## src/rtl/serial_tx_sched.sv

```systemverilog
// Round-robin scheduler sharing one ser_clk/ser_data link between NUM_REQ requesters.
// Each granted word is shifted out with a divided bit clock, followed by an idle gap.
//
// state | meaning
// IDLE  | link idle-high; arbitrate among pending requests
// SHIFT | serializing the latched word, 2*HALF_DIV clk cycles per bit
// GAP   | link idle-high for IDLE_BITS bit-periods before re-arbitration
module serial_tx_sched #(
    parameter int NUM_REQ    = 4,
    parameter int DATA_WIDTH = 8,
    parameter int HALF_DIV   = 5,
    parameter int TRANS_EDGE = 1,
    parameter int MSB_FIRST  = 1,
    parameter int IDLE_BITS  = 1
) (
    input  logic                           clk,
    input  logic                           rst_n,
    input  logic [NUM_REQ-1:0]             req,
    input  logic [NUM_REQ*DATA_WIDTH-1:0]  data,
    output logic [NUM_REQ-1:0]             grant,
    output logic [$clog2(NUM_REQ)-1:0]     cur_id,
    output logic                           busy,
    output logic                           done,
    output logic                           ser_clk,
    output logic                           ser_data
);
    localparam int IW      = $clog2(NUM_REQ);
    localparam int HW      = $clog2(HALF_DIV + 1);
    localparam int BW      = $clog2(DATA_WIDTH + 1);
    localparam int GAP_LEN = IDLE_BITS * 2 * HALF_DIV;
    localparam int GW      = (GAP_LEN > 0) ? $clog2(GAP_LEN + 1) : 1;

    localparam logic [IW:0]    NR        = (IW+1)'(NUM_REQ);
    localparam logic [IW-1:0]  LAST_REQ  = IW'(NUM_REQ - 1);
    localparam logic [HW-1:0]  HALF_LOAD = HW'(HALF_DIV - 1);
    localparam logic [BW-1:0]  LAST_BIT  = BW'(DATA_WIDTH - 1);
    localparam logic [GW-1:0]  GAP_LOAD  = GW'((GAP_LEN > 0) ? GAP_LEN - 1 : 0);
    // ser_clk level during the first half of each bit; flips on the data edge
    localparam logic           FIRST_CLK = (TRANS_EDGE == 0);

    typedef enum logic [1:0] {IDLE, SHIFT, GAP} state_t;

    state_t                  state, state_n;
    logic [IW-1:0]           ptr, ptr_n, cur_id_n, win;
    logic [IW:0]             scan_idx;
    logic                    found;
    logic [DATA_WIDTH-1:0]   shreg, shreg_n;
    logic [HW-1:0]           hcnt, hcnt_n;
    logic                    half, half_n;
    logic [BW-1:0]           bcnt, bcnt_n;
    logic [GW-1:0]           gcnt, gcnt_n;
    logic [NUM_REQ-1:0]      grant_n;
    logic                    busy_n, done_n, ser_clk_n, ser_data_n;

    // first pending requester at or after ptr, scanning upward with wrap
    always_comb begin
        found    = 1'b0;
        win      = '0;
        scan_idx = '0;
        for (int i = 0; i < NUM_REQ; i++) begin
            scan_idx = {1'b0, ptr} + (IW+1)'(i);
            if (scan_idx >= NR)
                scan_idx = scan_idx - NR;
            if (!found && req[scan_idx[IW-1:0]]) begin
                found = 1'b1;
                win   = scan_idx[IW-1:0];
            end
        end
    end

    always_comb begin
        state_n    = state;
        ptr_n      = ptr;
        cur_id_n   = cur_id;
        shreg_n    = shreg;
        hcnt_n     = hcnt;
        half_n     = half;
        bcnt_n     = bcnt;
        gcnt_n     = gcnt;
        grant_n    = '0;
        ser_clk_n  = ser_clk;
        ser_data_n = ser_data;
        case (state)
            IDLE: begin
                ser_clk_n  = 1'b1;
                ser_data_n = 1'b1;
                if (found) begin
                    state_n       = SHIFT;
                    grant_n[win]  = 1'b1;
                    shreg_n       = data[win*DATA_WIDTH +: DATA_WIDTH];
                    cur_id_n      = win;
                    ptr_n         = (win == LAST_REQ) ? '0 : win + 1'b1;
                    hcnt_n        = HALF_LOAD;
                    half_n        = 1'b0;
                    bcnt_n        = '0;
                    ser_clk_n     = FIRST_CLK;
                end
            end
            SHIFT: begin
                if (hcnt != '0) begin
                    hcnt_n = hcnt - 1'b1;
                end else if (!half) begin
                    half_n     = 1'b1;
                    hcnt_n     = HALF_LOAD;
                    ser_clk_n  = ~FIRST_CLK;
                    ser_data_n = (MSB_FIRST != 0) ? shreg[DATA_WIDTH-1] : shreg[0];
                end else if (bcnt == LAST_BIT) begin
                    ser_clk_n  = 1'b1;
                    ser_data_n = 1'b1;
                    if (GAP_LEN > 0) begin
                        state_n = GAP;
                        gcnt_n  = GAP_LOAD;
                    end else begin
                        state_n = IDLE;
                    end
                end else begin
                    bcnt_n    = bcnt + 1'b1;
                    half_n    = 1'b0;
                    hcnt_n    = HALF_LOAD;
                    ser_clk_n = FIRST_CLK;
                    shreg_n   = (MSB_FIRST != 0) ? (shreg << 1) : (shreg >> 1);
                end
            end
            GAP: begin
                ser_clk_n  = 1'b1;
                ser_data_n = 1'b1;
                if (gcnt == '0)
                    state_n = IDLE;
                else
                    gcnt_n = gcnt - 1'b1;
            end
            default: state_n = IDLE;
        endcase
        busy_n = (state_n != IDLE);
        // done marks the final cycle of the frame, so it is decoded from the next-cycle view
        done_n = ((GAP_LEN == 0) && (state_n == SHIFT) && half_n && (hcnt_n == '0) && (bcnt_n == LAST_BIT))
              || ((state_n == GAP) && (gcnt_n == '0));
    end

    always_ff @(posedge clk or negedge rst_n) begin
        if (!rst_n) begin
            state    <= IDLE;
            ptr      <= '0;
            shreg    <= '0;
            hcnt     <= '0;
            half     <= 1'b0;
            bcnt     <= '0;
            gcnt     <= '0;
            grant    <= '0;
            cur_id   <= '0;
            busy     <= 1'b0;
            done     <= 1'b0;
            ser_clk  <= 1'b1;
            ser_data <= 1'b1;
        end else begin
            state    <= state_n;
            ptr      <= ptr_n;
            shreg    <= shreg_n;
            hcnt     <= hcnt_n;
            half     <= half_n;
            bcnt     <= bcnt_n;
            gcnt     <= gcnt_n;
            grant    <= grant_n;
            cur_id   <= cur_id_n;
            busy     <= busy_n;
            done     <= done_n;
            ser_clk  <= ser_clk_n;
            ser_data <= ser_data_n;
        end
    end
endmodule

```

## config.mk

```make
export PLATFORM = sky130hd
export DESIGN_NAME = serial_tx_sched
export DESIGN_NICKNAME = d
export VERILOG_FILES = /design/src/rtl/serial_tx_sched.sv
export SDC_FILE = /design/constraint.sdc
export NUM_CORES = 1
export LEC_CHECK = 0
export BUFFER_PORTS_ARGS = -buffer_cell sky130_fd_sc_hd__buf_2
export CAP_MARGIN = 40
export CELL_PAD_IN_SITES_DETAIL_PLACEMENT = 1
export CELL_PAD_IN_SITES_GLOBAL_PLACEMENT = 2
export CORE_UTILIZATION = 36
export DETAILED_ROUTE_END_ITERATION = 10
export HOLD_SLACK_MARGIN = 0.02
export PLACE_DENSITY_LB_ADDON = 0.1
export SLEW_MARGIN = 10
export SYNTH_ARGS = -nofsm -noshare
export SYNTH_HDL_FRONTEND = slang
export SYNTH_SLANG_ARGS = --single-unit
```

## constraint.sdc

```tcl
create_clock -name clk -period 4.3 [get_ports clk]
set_input_delay 0.215 -clock clk [delete_from_list [all_inputs] [get_ports clk]]
set_output_delay 0.215 -clock clk [all_outputs]
set_load 0.005 [all_outputs]
```

==> summary.txt <==
Run status
  – Outcome: finished, violations left
  – Violated checks: negative hold slack

Synthesis
  – Netlist cell types: 49
  – Mapped Area: 2090 um^2
  – Count leader, synth: dfrtp_1
  – Seq cells post-synth: 34
  – Synth area leader: dfrtp_1
  – YS warnings: 0
  – Seq/Total Area, Yosys: 0.407
  – Synth top area cells: dfrtp_1 (38%), mux2i_1 (11%), ha_1 (6.0%)
  – Yosys top cell area share: 0.382
  – Post-synth EDFFs: 0
  – Syn Inst Count: 209
  – Dominant synthesized flop cell: dfrtp_1
  – Top cells by count, synth: dfrtp_1 (32), mux2i_1 (24), nand2_1 (17), nor2_1 (16), inv_1 (15)
  – Syn Nets: 257
  – Async set-or-reset flop fraction in the synthesized netlist: 1.00
  – Avg Inst Size Synth: 10.0 um^2

Setup path
  – Critical Path, Cell by Cell: inv_1 > ha_1 > nor2_1 > a21o_2 > a21oi_2 > nand2_1 > a221o_1
  – Slowest CP cell: ha_1
  – CP Class: flop to flop
  – Crit path arrival time: 2.72 ns
  – Worst path depth: 7
  – CP Launch Type: flop
  – Critical path buffers and inverters: 1
  – CP top delay family: compound AO/OA/AOI/OAI gates
  – CP peak stage delay: 0.71 ns
  – Worst Setup End Kind: flop
  – Worst r2r path cells: 7
  – R2R setup slack: 1.73 ns
  – Max FO, Critical Path: 26
  – Worst path required time: 4.46 ns

Pwr
  – Combinational fraction of design power: 0.455
  – Seq pwr share: 0.323
  – Clock share of power: 0.222
  – Sw Share: 0.371
  – Leakage: 1.27 nW
  – Power Internal: 1.01 mW
  – P per Cell Area: 642 nW/um^2
  – Worst VDD drop: 0.000321 V
  – Switching power: 596 uW

Routing
  – Vias: 1669
  – DR iter-0 viols: 74
  – Drt total wl: 4.64 mm
  – DR WL/cell: 14.2 um
  – DRC Markers: 0
  – Post-route antenna net violation count: 0
  – Drt first pass iters: 4
  – Via/cell ratio: 5.10

Clock network
  – CTS max path bufs: 2
  – # clock sinks: 34
  – CTS clock-pin slew for the worst setup and hold paths: 0.08 ns
  – TritonCTS buffer count: 5
  – Cts hold-fix bufs: 0
  – Setup Buffers After CTS: 0
  – H-tree Lvls: 2
  – Root Driver: clkbuf_8
  – Clk Latency, worst-skew pair: 0.28 ns
  – Clock tree from TritonCTS: yes
  – Post-CTS Resized: 0

Hold path
  – Hold Crit Class: input pin to async pin

STA
  – Final hold vios: 13
  – Crit path setup slack, layout: 1.73 ns
  – Slew Limit Headroom: 0.445
  – Worst hold margin: -0.00490 ns
  – Final min period: 2.57 ns
  – RSZ-0062 raised after global routing: no
  – Setup skew after layout: 0.0135 ns
  – Worst slew pin tran: 0.833 ns
  – Slew Limit Fails: 0
  – Final period util: 0.597
  – Setup Viol. Count Final: 0
  – Max Fclk: 390 MHz
  – Setup TNS: 0 ns

Flow run
  – # Max-Cap Violations: 0

Final layout
  – Layout cells sized above 1: 0.282
  – Fillers: 665
  – Area of the multi-input gates: 1110 um^2
  – Final #Nets: 302
  – Post-route insts no fill: 327
  – Sequential cell area: 853 um^2
  – Core Util, Final: 0.452
  – Area delta synth->final: 19.5%
  – # diodes: 0

GRT
  – First-pass GRT wire length: 8.02 mm
  – Antenna violations before repair: 0
  – Gr ovfl total: 0
  – Vias in the first global route: 1732
  – Largest net degree at the start of global routing: 35
  – Total GRT Usage: 0.163

Floorplan
  – DIE AREA: 6130 um^2
  – Row Count: 27
  – Initial Util: 0.378
  – Die Y: 78.3 um
  – Core Box Area: 5540 um^2
  – Die width: 78.3 um
  – IO Pins: 48

Place
  – Placed cell count: 319
  – Detailed Place HPWL: 3.51 mm
  – Place WS: 1.75 ns
  – Port bufs: 47
  – RD Place Congestion: 0.743
layer usage:
layer  up-vias  GRT usage  routed length, um
met4         0     0.0333                 25
met2        28      0.270               2180
met3         4     0.0360                149
met1       802      0.216               2280
li1        835          -                  -
met5         -          0                  0
placed cells by master, fill, tap and decap left out, drive strengths merged, types with 2 or more instances in the layout:
cell	count
buf	49
dfrtp	32
mux2i	24
nand2	17
nor2	17
inv	15
ha	10
a21oi	9
o21ai	9
and3	7
a221o	7
nand3	6
and2	6
clkbuf	5
a22o	4
o22ai	3
mux2	3
nor3	3
nand2b	2
bufinv	2
dfstp	2
a21o	2
o31ai	2
per-stage QoR:
stage | hold slack, ns | power (mW) | instance area [um^2]
2_1_floorplan | -0.0806 | 1.10 | 2090
3_3_place_gp | 0.345 | 1.25 | 2350
3_5_place_dp | 0.343 | 1.27 | 2370
4_1_cts | 0.0281 | 1.63 | 2500
5_1_grt | 0.0565 | 1.74 | 2500
6_report | -0.00490 | 1.61 | 2500
kinds of logic (layout without fill, tap and decap cells):
| kind of cell | count (synthesis) | count (layout) | share of synthesized area |
|---|---|---|---|
| adders and majority gates | 10 | 10 | 0.0597 |
| muxes | 27 | 27 | 0.131 |
| AOI/OAI and AO/OA | 45 | 45 | 0.165 |
| DFF | 34 | 34 | 0.407 |
| and+or+nand+nor | 67 | 67 | 0.174 |
| buffers and inverters | 26 | 72 | 0.0633 |
worst paths after layout:
path,startpoint,to
min in group clk,req[2],cur_id[0]
worst min-delay path,rst_n,gcnt[1]
worst max register to register,state[1],shreg[1]
worst max-delay path,state[1],shreg[1]
worst min register to register,bcnt[3],bcnt[3]
max in group asynchronous,rst_n,shreg[0]
power by group through the flow:
stage	Sequential (mW)	Combinational [mW]	Clock, mW
after global routing	0.536	0.827	0.381
after detailed placement	0.524	0.746	0
final	0.519	0.731	0.356
after floorplan	0.510	0.587	0
after CTS	0.520	0.748	0.365
after global placement	0.524	0.726	0
layout make-up:
cell class / count / share of cell area
Clock buffer: 5 / 0.0275
Clock inverter: 3 / 0.0275
Sequential cell: 34 / 0.341
Multi-Input combinational cell: 149 / 0.443
Tap cell: 72 / 0.0360
Inverter: 15 / 0.0225
Timing Repair Buffer: 49 / 0.103
flip-flops by register name, indices dropped and copies added (netlist names):
| name | flops |
|---|---|
| bcnt | 4 |
| grant | 4 |
| ser_data | 1 |
| hcnt | 3 |
| ptr | 2 |
| busy | 1 |
| cur_id | 2 |
| ser_clk | 1 |
| shreg | 8 |
| done | 1 |
| gcnt | 4 |
| state | 2 |
| half | 1 |
Note: power is estimated with default switching activity, not from simulation.
